--- src/rtl/vga_timing_pkg.sv ---
// Shared definitions for the VGA raster timing generator: default 640x480@60
// timing, total derivation, raster state encoding and the colour-bar table.
package vga_timing_pkg;

  localparam int H_ACTIVE_DEF = 640;
  localparam int H_FP_DEF     = 16;
  localparam int H_SYNC_DEF   = 96;
  localparam int H_BP_DEF     = 48;
  localparam int V_ACTIVE_DEF = 480;
  localparam int V_FP_DEF     = 10;
  localparam int V_SYNC_DEF   = 2;
  localparam int V_BP_DEF     = 33;

  typedef enum logic [0:0] {
    IDLE = 1'b0,
    RUN  = 1'b1
  } state_t;

  function automatic int timing_total(input int active, input int fp,
                                      input int sync, input int bp);
    return active + fp + sync + bp;
  endfunction

  // 4:4:4 colour for each of the eight vertical bars, left to right
  function automatic logic [11:0] bar_colour(input logic [2:0] idx);
    logic [11:0] colour;
    case (idx)
      3'd0:    colour = 12'hFFF;
      3'd1:    colour = 12'hFF0;
      3'd2:    colour = 12'h0FF;
      3'd3:    colour = 12'h0F0;
      3'd4:    colour = 12'hF0F;
      3'd5:    colour = 12'hF00;
      3'd6:    colour = 12'h00F;
      default: colour = 12'h000;
    endcase
    return colour;
  endfunction

endpackage

--- src/rtl/vga_timing_gen_lock_sync.sv ---
// Two-flop synchroniser with synchronous reset, usable for any slow
// asynchronous level such as a PLL lock flag.
module lock_sync (
  input  logic clk,
  input  logic rst,
  input  logic async_level,
  output logic sync_level
);

  logic meta_r;

  // Two-stage capture of the asynchronous level
  always_ff @(posedge clk) begin
    if (rst) begin
      meta_r     <= 1'b0;
      sync_level <= 1'b0;
    end else begin
      meta_r     <= async_level;
      sync_level <= meta_r;
    end
  end

endmodule

--- src/rtl/vga_timing_gen.sv ---
// Raster timing generator gated by PLL lock; optional colour-bar pattern on
// rgb is enabled with the macro VGA_TIMING_TEST_PATTERN_EN.
module vga_timing_gen
  import vga_timing_pkg::*;
#(
  parameter int   H_ACTIVE = H_ACTIVE_DEF,
  parameter int   H_FP     = H_FP_DEF,
  parameter int   H_SYNC   = H_SYNC_DEF,
  parameter int   H_BP     = H_BP_DEF,
  parameter int   V_ACTIVE = V_ACTIVE_DEF,
  parameter int   V_FP     = V_FP_DEF,
  parameter int   V_SYNC   = V_SYNC_DEF,
  parameter int   V_BP     = V_BP_DEF,
  parameter logic SYNC_POL = 1'b0,
  parameter int   CW       = 10
) (
  input  logic          clk,
  input  logic          rst,
  input  logic          pll_locked,
  output logic          hsync,
  output logic          vsync,
  output logic          de,
  output logic [CW-1:0] x,
  output logic [CW-1:0] y,
  output logic          line_start,
  output logic          frame_start,
  output logic [11:0]   rgb
);

  localparam int H_TOTAL = timing_total(H_ACTIVE, H_FP, H_SYNC, H_BP);
  localparam int V_TOTAL = timing_total(V_ACTIVE, V_FP, V_SYNC, V_BP);

  localparam logic [CW-1:0] H_LAST   = CW'(H_TOTAL - 1);
  localparam logic [CW-1:0] V_LAST   = CW'(V_TOTAL - 1);
  localparam logic [CW-1:0] H_ACT    = CW'(H_ACTIVE);
  localparam logic [CW-1:0] V_ACT    = CW'(V_ACTIVE);
  localparam logic [CW-1:0] HS_START = CW'(H_ACTIVE + H_FP);
  localparam logic [CW-1:0] HS_END   = CW'(H_ACTIVE + H_FP + H_SYNC);
  localparam logic [CW-1:0] VS_START = CW'(V_ACTIVE + V_FP);
  localparam logic [CW-1:0] VS_END   = CW'(V_ACTIVE + V_FP + V_SYNC);

  logic          lock_s;
  state_t        state_r;
  state_t        state_next_s;
  logic [CW-1:0] h_cnt_r;
  logic [CW-1:0] v_cnt_r;
  logic          hsync_act_s;
  logic          vsync_act_s;
  logic          de_s;

  lock_sync u_lock_sync (
    .clk         (clk),
    .rst         (rst),
    .async_level (pll_locked),
    .sync_level  (lock_s)
  );

  // Raster state follows the synchronised lock; the clock entering RUN decodes (0,0)
  always_comb begin
    state_next_s = state_r;
    case (state_r)
      IDLE: begin
        if (lock_s) state_next_s = RUN;
        else        state_next_s = IDLE;
      end
      RUN: begin
        if (lock_s) state_next_s = RUN;
        else        state_next_s = IDLE;
      end
      default: state_next_s = IDLE;
    endcase
  end

  // Region decode of the current counter position
  always_comb begin
    hsync_act_s = (h_cnt_r >= HS_START) && (h_cnt_r < HS_END);
    vsync_act_s = (v_cnt_r >= VS_START) && (v_cnt_r < VS_END);
    de_s        = (h_cnt_r < H_ACT) && (v_cnt_r < V_ACT);
  end

  // Counters and registered timing outputs; leaving RUN zeroes the raster
  always_ff @(posedge clk) begin
    if (rst) begin
      state_r     <= IDLE;
      h_cnt_r     <= {CW{1'b0}};
      v_cnt_r     <= {CW{1'b0}};
      hsync       <= ~SYNC_POL;
      vsync       <= ~SYNC_POL;
      de          <= 1'b0;
      x           <= {CW{1'b0}};
      y           <= {CW{1'b0}};
      line_start  <= 1'b0;
      frame_start <= 1'b0;
    end else if (state_next_s == RUN) begin
      state_r     <= state_next_s;
      hsync       <= hsync_act_s ? SYNC_POL : ~SYNC_POL;
      vsync       <= vsync_act_s ? SYNC_POL : ~SYNC_POL;
      de          <= de_s;
      x           <= de_s ? h_cnt_r : {CW{1'b0}};
      y           <= de_s ? v_cnt_r : {CW{1'b0}};
      line_start  <= (h_cnt_r == {CW{1'b0}});
      frame_start <= (h_cnt_r == {CW{1'b0}}) && (v_cnt_r == {CW{1'b0}});
      if (h_cnt_r == H_LAST) begin
        h_cnt_r <= {CW{1'b0}};
        v_cnt_r <= (v_cnt_r == V_LAST) ? {CW{1'b0}} : v_cnt_r + CW'(1);
      end else begin
        h_cnt_r <= h_cnt_r + CW'(1);
        v_cnt_r <= v_cnt_r;
      end
    end else begin
      state_r     <= state_next_s;
      h_cnt_r     <= {CW{1'b0}};
      v_cnt_r     <= {CW{1'b0}};
      hsync       <= ~SYNC_POL;
      vsync       <= ~SYNC_POL;
      de          <= 1'b0;
      x           <= {CW{1'b0}};
      y           <= {CW{1'b0}};
      line_start  <= 1'b0;
      frame_start <= 1'b0;
    end
  end

`ifdef VGA_TIMING_TEST_PATTERN_EN
  localparam int BAR_W = H_ACTIVE / 8;

  logic [2:0]  bar_idx_s;
  logic [11:0] rgb_r;

  // Bar number is the column divided by the bar width
  always_comb begin
    bar_idx_s = 3'(h_cnt_r / CW'(BAR_W));
  end

  // Pattern colour registered alongside de, black in blanking
  always_ff @(posedge clk) begin
    if (rst) begin
      rgb_r <= 12'h000;
    end else if ((state_next_s == RUN) && de_s) begin
      rgb_r <= bar_colour(bar_idx_s);
    end else begin
      rgb_r <= 12'h000;
    end
  end

  assign rgb = rgb_r;
`else
  assign rgb = 12'h000;
`endif

endmodule

--- config.mk ---
export PLATFORM = sky130hd
export DESIGN_NAME = vga_timing_gen
export DESIGN_NICKNAME = d
export VERILOG_FILES = /design/src/rtl/vga_timing_pkg.sv /design/src/rtl/vga_timing_gen_lock_sync.sv /design/src/rtl/vga_timing_gen.sv
export SDC_FILE = /design/constraint.sdc
export NUM_CORES = 1
export LEC_CHECK = 0
export CELL_PAD_IN_SITES_DETAIL_PLACEMENT = 2
export CELL_PAD_IN_SITES_GLOBAL_PLACEMENT = 2
export CORE_MARGIN = 2
export CORE_UTILIZATION = 28
export CTS_CLUSTER_SIZE = 8
export DETAILED_ROUTE_END_ITERATION = 10
export PLACE_DENSITY = 0.8
export SYNTH_ARGS = -nofsm -noshare
export SYNTH_HDL_FRONTEND = slang
export SYNTH_SLANG_ARGS = --single-unit
--- constraint.sdc ---
create_clock -name clk -period 1.58 [get_ports clk]
set_input_delay 0.316 -clock clk [delete_from_list [all_inputs] [get_ports clk]]
set_output_delay 0.316 -clock clk [all_outputs]
set_load 0.05 [all_outputs]
==> flow_summary.json, run 1 <==
{
  "grt_start_max_net_pins": 17,
  "port_buffers": 27,
  "diodes": 0,
  "combPwrFrac": 0.056,
  "r2r_slack_ps": -2,
  "grt_pass1_wl_mm": 8.17,
  "final_cells": 341,
  "grt_pass1_vias": 1659,
  "p_clk_frac": 0.371,
  "syn_area_per_cell_sq_um": 9.81,
  "outcome": "finished with violations",
  "critPathLaunchType": "flip-flop",
  "pwr-share-seq": 0.572,
  "ys_seq_area_frac": 0.494,
  "powerDensity_nw_per_um2": 787,
  "clock-skew-final_ps": 13.6,
  "fmax_mhz": 632,
  "fin_setup_tns_ps": -1.88,
  "gr-total-overflow": 0,
  "coreArea_sq_um": 6680,
  "syn2layout_area_growth_pct": 38.5,
  "gp_congestion": 0.749,
  "num_io_pins": 40,
  "final-setup-viol-count": 1,
  "power.switching_w": 0.000549,
  "dieWidth_microns": 86.4,
  "drt-total-wl_mm": 5.49,
  "dr.pass1.iters": 4,
  "antenna_found_initial": 0,
  "min_period_ps": 1580,
  "root_buffer": "clkbuf_8",
  "dp_cells": 327,
  "worstPathMaxFanout": 4,
  "synthFlopType": "dfxtp_1",
  "endpoint_kind": "flip-flop",
  "synthesis.area_sq_um": 1900,
  "nFillCells": 750,
  "rows": 30,
  "synthCells": 194,
  "violations": "negative setup slack",
  "grtUsageTotal": 0.140,
  "h-tree-depth": 2,
  "dp_hpwl_mm": 3.73,
  "finalPower_w": 0.00208,
  "p_leak_nw": 1.09,
  "die-area_sq_um": 7470,
  "synthArstFlopShare": 0,
  "viasPerCell": 4.68,
  "drc_errors": 0,
  "hold_violations": 0,
  "vias": 1595,
  "cts.sinks": 47,
  "swShare": 0.265,
  "ir_drop_v": 0.000303,
  "required_ps": 1830,
  "drive_gt1_frac": 0.402,
  "final_nets": 268,
  "ys_types": 37,
  "clk_latency_ps": 310,
  "die_y_microns": 86.4,
  "rsz0062_at_grt": "yes",
  "clk_pin_slew_worst_paths_ps": 100,
  "drv_slew": 0,
  "maxCapViolCount": 0,
  "initial_core_util": 0.285,
  "detail_route.wl_per_cell_microns": 16.1,
  "drt_iter0_drc": 70,
  "arrival_ps": 1830,
  "cts.path.max_buffers": 2,
  "synth-seq-cells": 47,
  "fin_ws_ps": -1.88,
  "critPathKind": "reg2reg",
  "intPower_w": 0.00153,
  "dp_worst_setup_slack_ps": -132,
  "cts_buffers": 5,
  "timing.final.crit_share": 1.00,
  "synth_warnings": 0,
  "cts_tree": "yes",
  "postRouteAntennaNets": 0,
  "synth_edf_count": 0,
  "hold_class": "reg2reg"
}
## layout make-up
cell class / count / area [sq um] / area share
multi-input combinational: 134 / 953 / 0.362
tap: 80 / 100 / 0.0380
inverter: 6 / 22.5 / 0.00854
timing repair buffer: 66 / 504 / 0.191
clock buffer: 5 / 68.8 / 0.0261
sequential: 47 / 962 / 0.365
clock inverter: 3 / 25.0 / 0.00949
## path summary, 6_finish.rpt
check,to,from,depth (start not counted)
setup / recovery,v_cnt_r[9],h_cnt_r[0],5
setup reg to reg,v_cnt_r[9],h_cnt_r[0],5
hold reg to reg,u_lock_sync.sync_level,u_lock_sync.meta_r,1
hold / removal,u_lock_sync.sync_level,u_lock_sync.meta_r,1
## Yosys cell counts (4+ instances only)
master   count  area share
dfxtp_1     47        0.49
nand4_1      6       0.020
and2_1      21       0.069
nand2_1      7       0.014
a21oi_1      6       0.016
ha_1         5       0.033
inv_1        6       0.012
xnor2_1      6       0.028
nand3_1      8       0.021
nor2_1      17       0.034
nor2b_1      4       0.013
o21ai_0      5       0.013
buf_4       12       0.047
xor2_1       6       0.028
## cells in the final DEF, fill, tap and decap left out, types with 2 or more instances in the layout
cell / synthesis / final
buf_4: 12 / 63
dfxtp_1: 47 / 36
and2_1: 21 / 21
nor2_1: 17 / 17
conb_1: 1 / 13
dfxtp_2: 0 / 8
nand3_1: 8 / 7
nand4_1: 6 / 6
xnor2_1: 6 / 6
xor2_1: 6 / 6
nand2_1: 7 / 6
inv_1: 6 / 5
o21ai_0: 5 / 5
clkbuf_8: 0 / 5
nor2b_1: 4 / 4
ha_1: 5 / 4
or3_4: 1 / 3
a21oi_2: 0 / 3
a21oi_1: 6 / 3
dfxtp_4: 0 / 3
nor4_2: 0 / 2
and3_1: 3 / 2
o31ai_1: 2 / 2
nor4b_1: 3 / 2
clkinv_4: 0 / 2
clkdlybuf4s50_1: 0 / 2
## worst max-delay path: stages, from the launching register on
cell and delay (ps):
dfxtp_2 370, ha_4 170, and3_4 230, nand4_4 120
or4_4 500, a21oi_2 130
## layer usage
layer	GRT usage	vias up	wire length, microns
li1	-	763	-
met2	0.252	40	2860
met5	0	-	0
met3	0.0238	9	180
met4	0.0440	0	97
met1	0.170	783	2350
## power groups by stage
stage / Clock [W] / Combinational (W) / Sequential (W)
2_1_floorplan: 0 / 0.0000967 / 0.00123
3_3_place_gp: 0 / 0.000112 / 0.00122
3_5_place_dp: 0 / 0.000114 / 0.00122
4_1_cts: 0.000780 / 0.000114 / 0.00119
5_1_grt: 0.000839 / 0.000122 / 0.00119
6_report: 0.000771 / 0.000117 / 0.00119
## timing repair
action	4_1_cts	5_1_grt
hold buffers	0	0
gates cloned	0	0
gates resized for setup	10	21
buffers inserted	1	5
pin swaps	3	6
endpoints found under the setup margin	12	22
## kinds of logic (layout without fill, tap and decap cells)
logic type,after synthesis,after routing,share of synthesized area
buffers and inverters,25,80,0.0756
xor gates and xnor gates,12,12,0.0552
adders and majority gates,5,5,0.0329
and+or+nand+nor,89,89,0.294
DFF,47,47,0.494
other,1,13,0.00197
AOI/OAI and AO/OA,15,15,0.0460
## per-stage QoR
step / utilization / hold WS (ps) / area (sq um)
after floorplan: - / 388 / 1970
after global placement: 0.360 / 422 / 2400
after detailed placement: 0.360 / 439 / 2400
after CTS: 0.379 / 448 / 2530
after global routing: 0.395 / 472 / 2640
final: 0.395 / 461 / 2640
## sequential cells by signal, indices dropped and copies added, names as in the netlist
signal,cells
frame_start,1
hsync,1
vsync,1
u_lock_sync.meta_r,1
v_cnt_r,10
line_start,1
h_cnt_r,10
de,1
y,10
x,10
u_lock_sync.sync_level,1
No activity file was read; power rests on OpenSTA's default activity.
==> inputs of run 2 (changes only) <==
- TNS_END_PERCENT: default -> 10
==> run 2 against run 1 <==
  * The run now ends clean
  * Clock power down 1%
  * Non-clock buffer count shrank 4
  * Critical path depth is the same
  * Utilization down 0.90 points
  * Die area did not move
  * Final area shrank 2.3%
  * First-iteration DRC count up 10%
  * Hold slack worse by 13 ps
  * Global-route usage is 0.060 points higher
  * Routed wire length shrank 7.1%
  * Via count decreased by 2.1%
==> flow_summary.json, run 2 (synthesis gave the netlist of run 1 again) <==
{
  "outcome": "completed",
  "drive_gt1_frac": 0.370,
  "drv_slew": 0,
  "detail_route.wl_per_cell_microns": 15.1,
  "multi_input_area_sq_um": 933,
  "fin_setup_tns_ps": 0,
  "port_buffers": 27,
  "h-tree-depth": 2,
  "initial_core_util": 0.285,
  "cts.sinks": 47,
  "postRouteAntennaNets": 0,
  "powerDensity_nw_per_um2": 802,
  "ir_drop_v": 0.000314,
  "grt_pass1_wl_mm": 8.21,
  "worstPathMaxFanout": 4,
  "antenna_found_initial": 0,
  "viasPerCell": 4.63,
  "coreArea_sq_um": 6680,
  "clk_latency_ps": 310,
  "dieWidth_microns": 86.4,
  "root_buffer": "clkbuf_8",
  "critPathLaunchType": "flip-flop",
  "drt_iter0_drc": 77,
  "p_leak_nw": 1.06,
  "timing.final.crit_share": 0.987,
  "regArea_sq_um": 956,
  "gp_congestion": 0.749,
  "final-setup-viol-count": 0,
  "cts_tree": "yes",
  "clock-skew-final_ps": 7.01,
  "dr.pass1.iters": 4,
  "drt-total-wl_mm": 5.10,
  "nFillCells": 758,
  "arrival_ps": 1800,
  "fmax_mhz": 642,
  "final_cell_mix": "buf_4 (60), dfxtp_1 (39), and2_1 (21)",
  "final_common_cell": "buf_4",
  "critPathKind": "reg2reg",
  "die-area_sq_um": 7470,
  "cts_buffers": 5,
  "grt_pass1_vias": 1671,
  "rsz0062_at_grt": "yes",
  "final_cell_area_sq_um": 2580,
  "gr-total-overflow": 0,
  "grtUsageTotal": 0.141,
  "num_io_pins": 40,
  "fin_util": 0.386,
  "die_y_microns": 86.4,
  "vias": 1561,
  "maxCapViolCount": 0,
  "rows": 30,
  "diodes": 0,
  "placed_area_sq_um": 2400,
  "hold_class": "reg2reg",
  "final_nets": 264,
  "dp_hpwl_mm": 3.73,
  "hold_buffers": 0,
  "endpoint_kind": "flip-flop",
  "drc_errors": 0,
  "clk_pin_slew_worst_paths_ps": 100,
  "hold_violations": 0,
  "cts.path.max_buffers": 2,
  "required_ps": 1820,
  "syn2layout_area_growth_pct": 35.4,
  "grt_start_max_net_pins": 17,
  "min_period_ps": 1560
}
==> run 2: changes by cell type in the layout (fill, tap and decap cells not counted), moves of 2 or more <==
cell and delta:
buf_4 -3, dfxtp_1 +3, a21oi_1 +2, a21oi_2 -2, dfxtp_2 -2
==> run 2: what timing repair did <==
action                                  in CTS  in global routing
buffers inserted                             0                  2
gates resized for setup                     10                 12
pin swaps                                    3                  2
hold endpoints to repair                     0                  0
endpoints found under the setup margin      12                 23
==> run 2: critical path: stages (launching register included) <==
cell and delay (ps):
dfxtp_2 360, ha_4 160, nand3_2 90, or3_4 390
or3_4 370, a21oi_1 130
==> run 2: path summary, 6_finish.rpt <==
| kind | start | to | slack [ps] | cells past startpoint |
|---|---|---|---|---|
| worst max-delay path | h_cnt_r[1] | v_cnt_r[8] | 20 | 5 |
| worst min-delay path | u_lock_sync.meta_r | u_lock_sync.sync_level | 450 | 1 |
| worst max register to register | h_cnt_r[1] | v_cnt_r[8] | 20 | 5 |
| worst min register to register | u_lock_sync.meta_r | u_lock_sync.sync_level | 450 | 1 |
==> run 2: per-stage QoR <==
stage	setup WS (ps)	std cells	total power, W	hold WS (ps)
after floorplan	23.4	206	0.00133	388
after detailed placement	-132	327	0.00133	439
after global placement	-69.3	327	0.00133	422
final	21.3	337	0.00207	448
after CTS	0.334	335	0.00209	448
after global routing	-38.5	337	0.00214	461
==> run 2: layout make-up <==
cell class | count | share of cell area
clock buffer | 5 | 0.0267
clock inverter | 3 | 0.00971
sequential | 47 | 0.371
multi-input combinational | 134 | 0.362
inverter | 6 | 0.00874
timing repair buffer | 62 | 0.183
tap | 80 | 0.0389
==> run 2: power breakdown <==
part	total (W)	switching [W]	internal (W)
clock	0.000763	0.000446	0.000317
combinational	0.000115	0.0000922	0.0000230
sequential	0.00119	0.00000264	0.00119
total	0.00207	0.000541	0.00153
==> run 2: routing by layer <==
layer	wire, microns	share of wire	GRT usage	up-vias
met4	114	0.022	0.0554	0
met1	2200	0.43	0.170	767
met2	2630	0.51	0.248	35
li1	-	-	-	749
met3	160	0.031	0.0248	10
met5	0	0	0	-
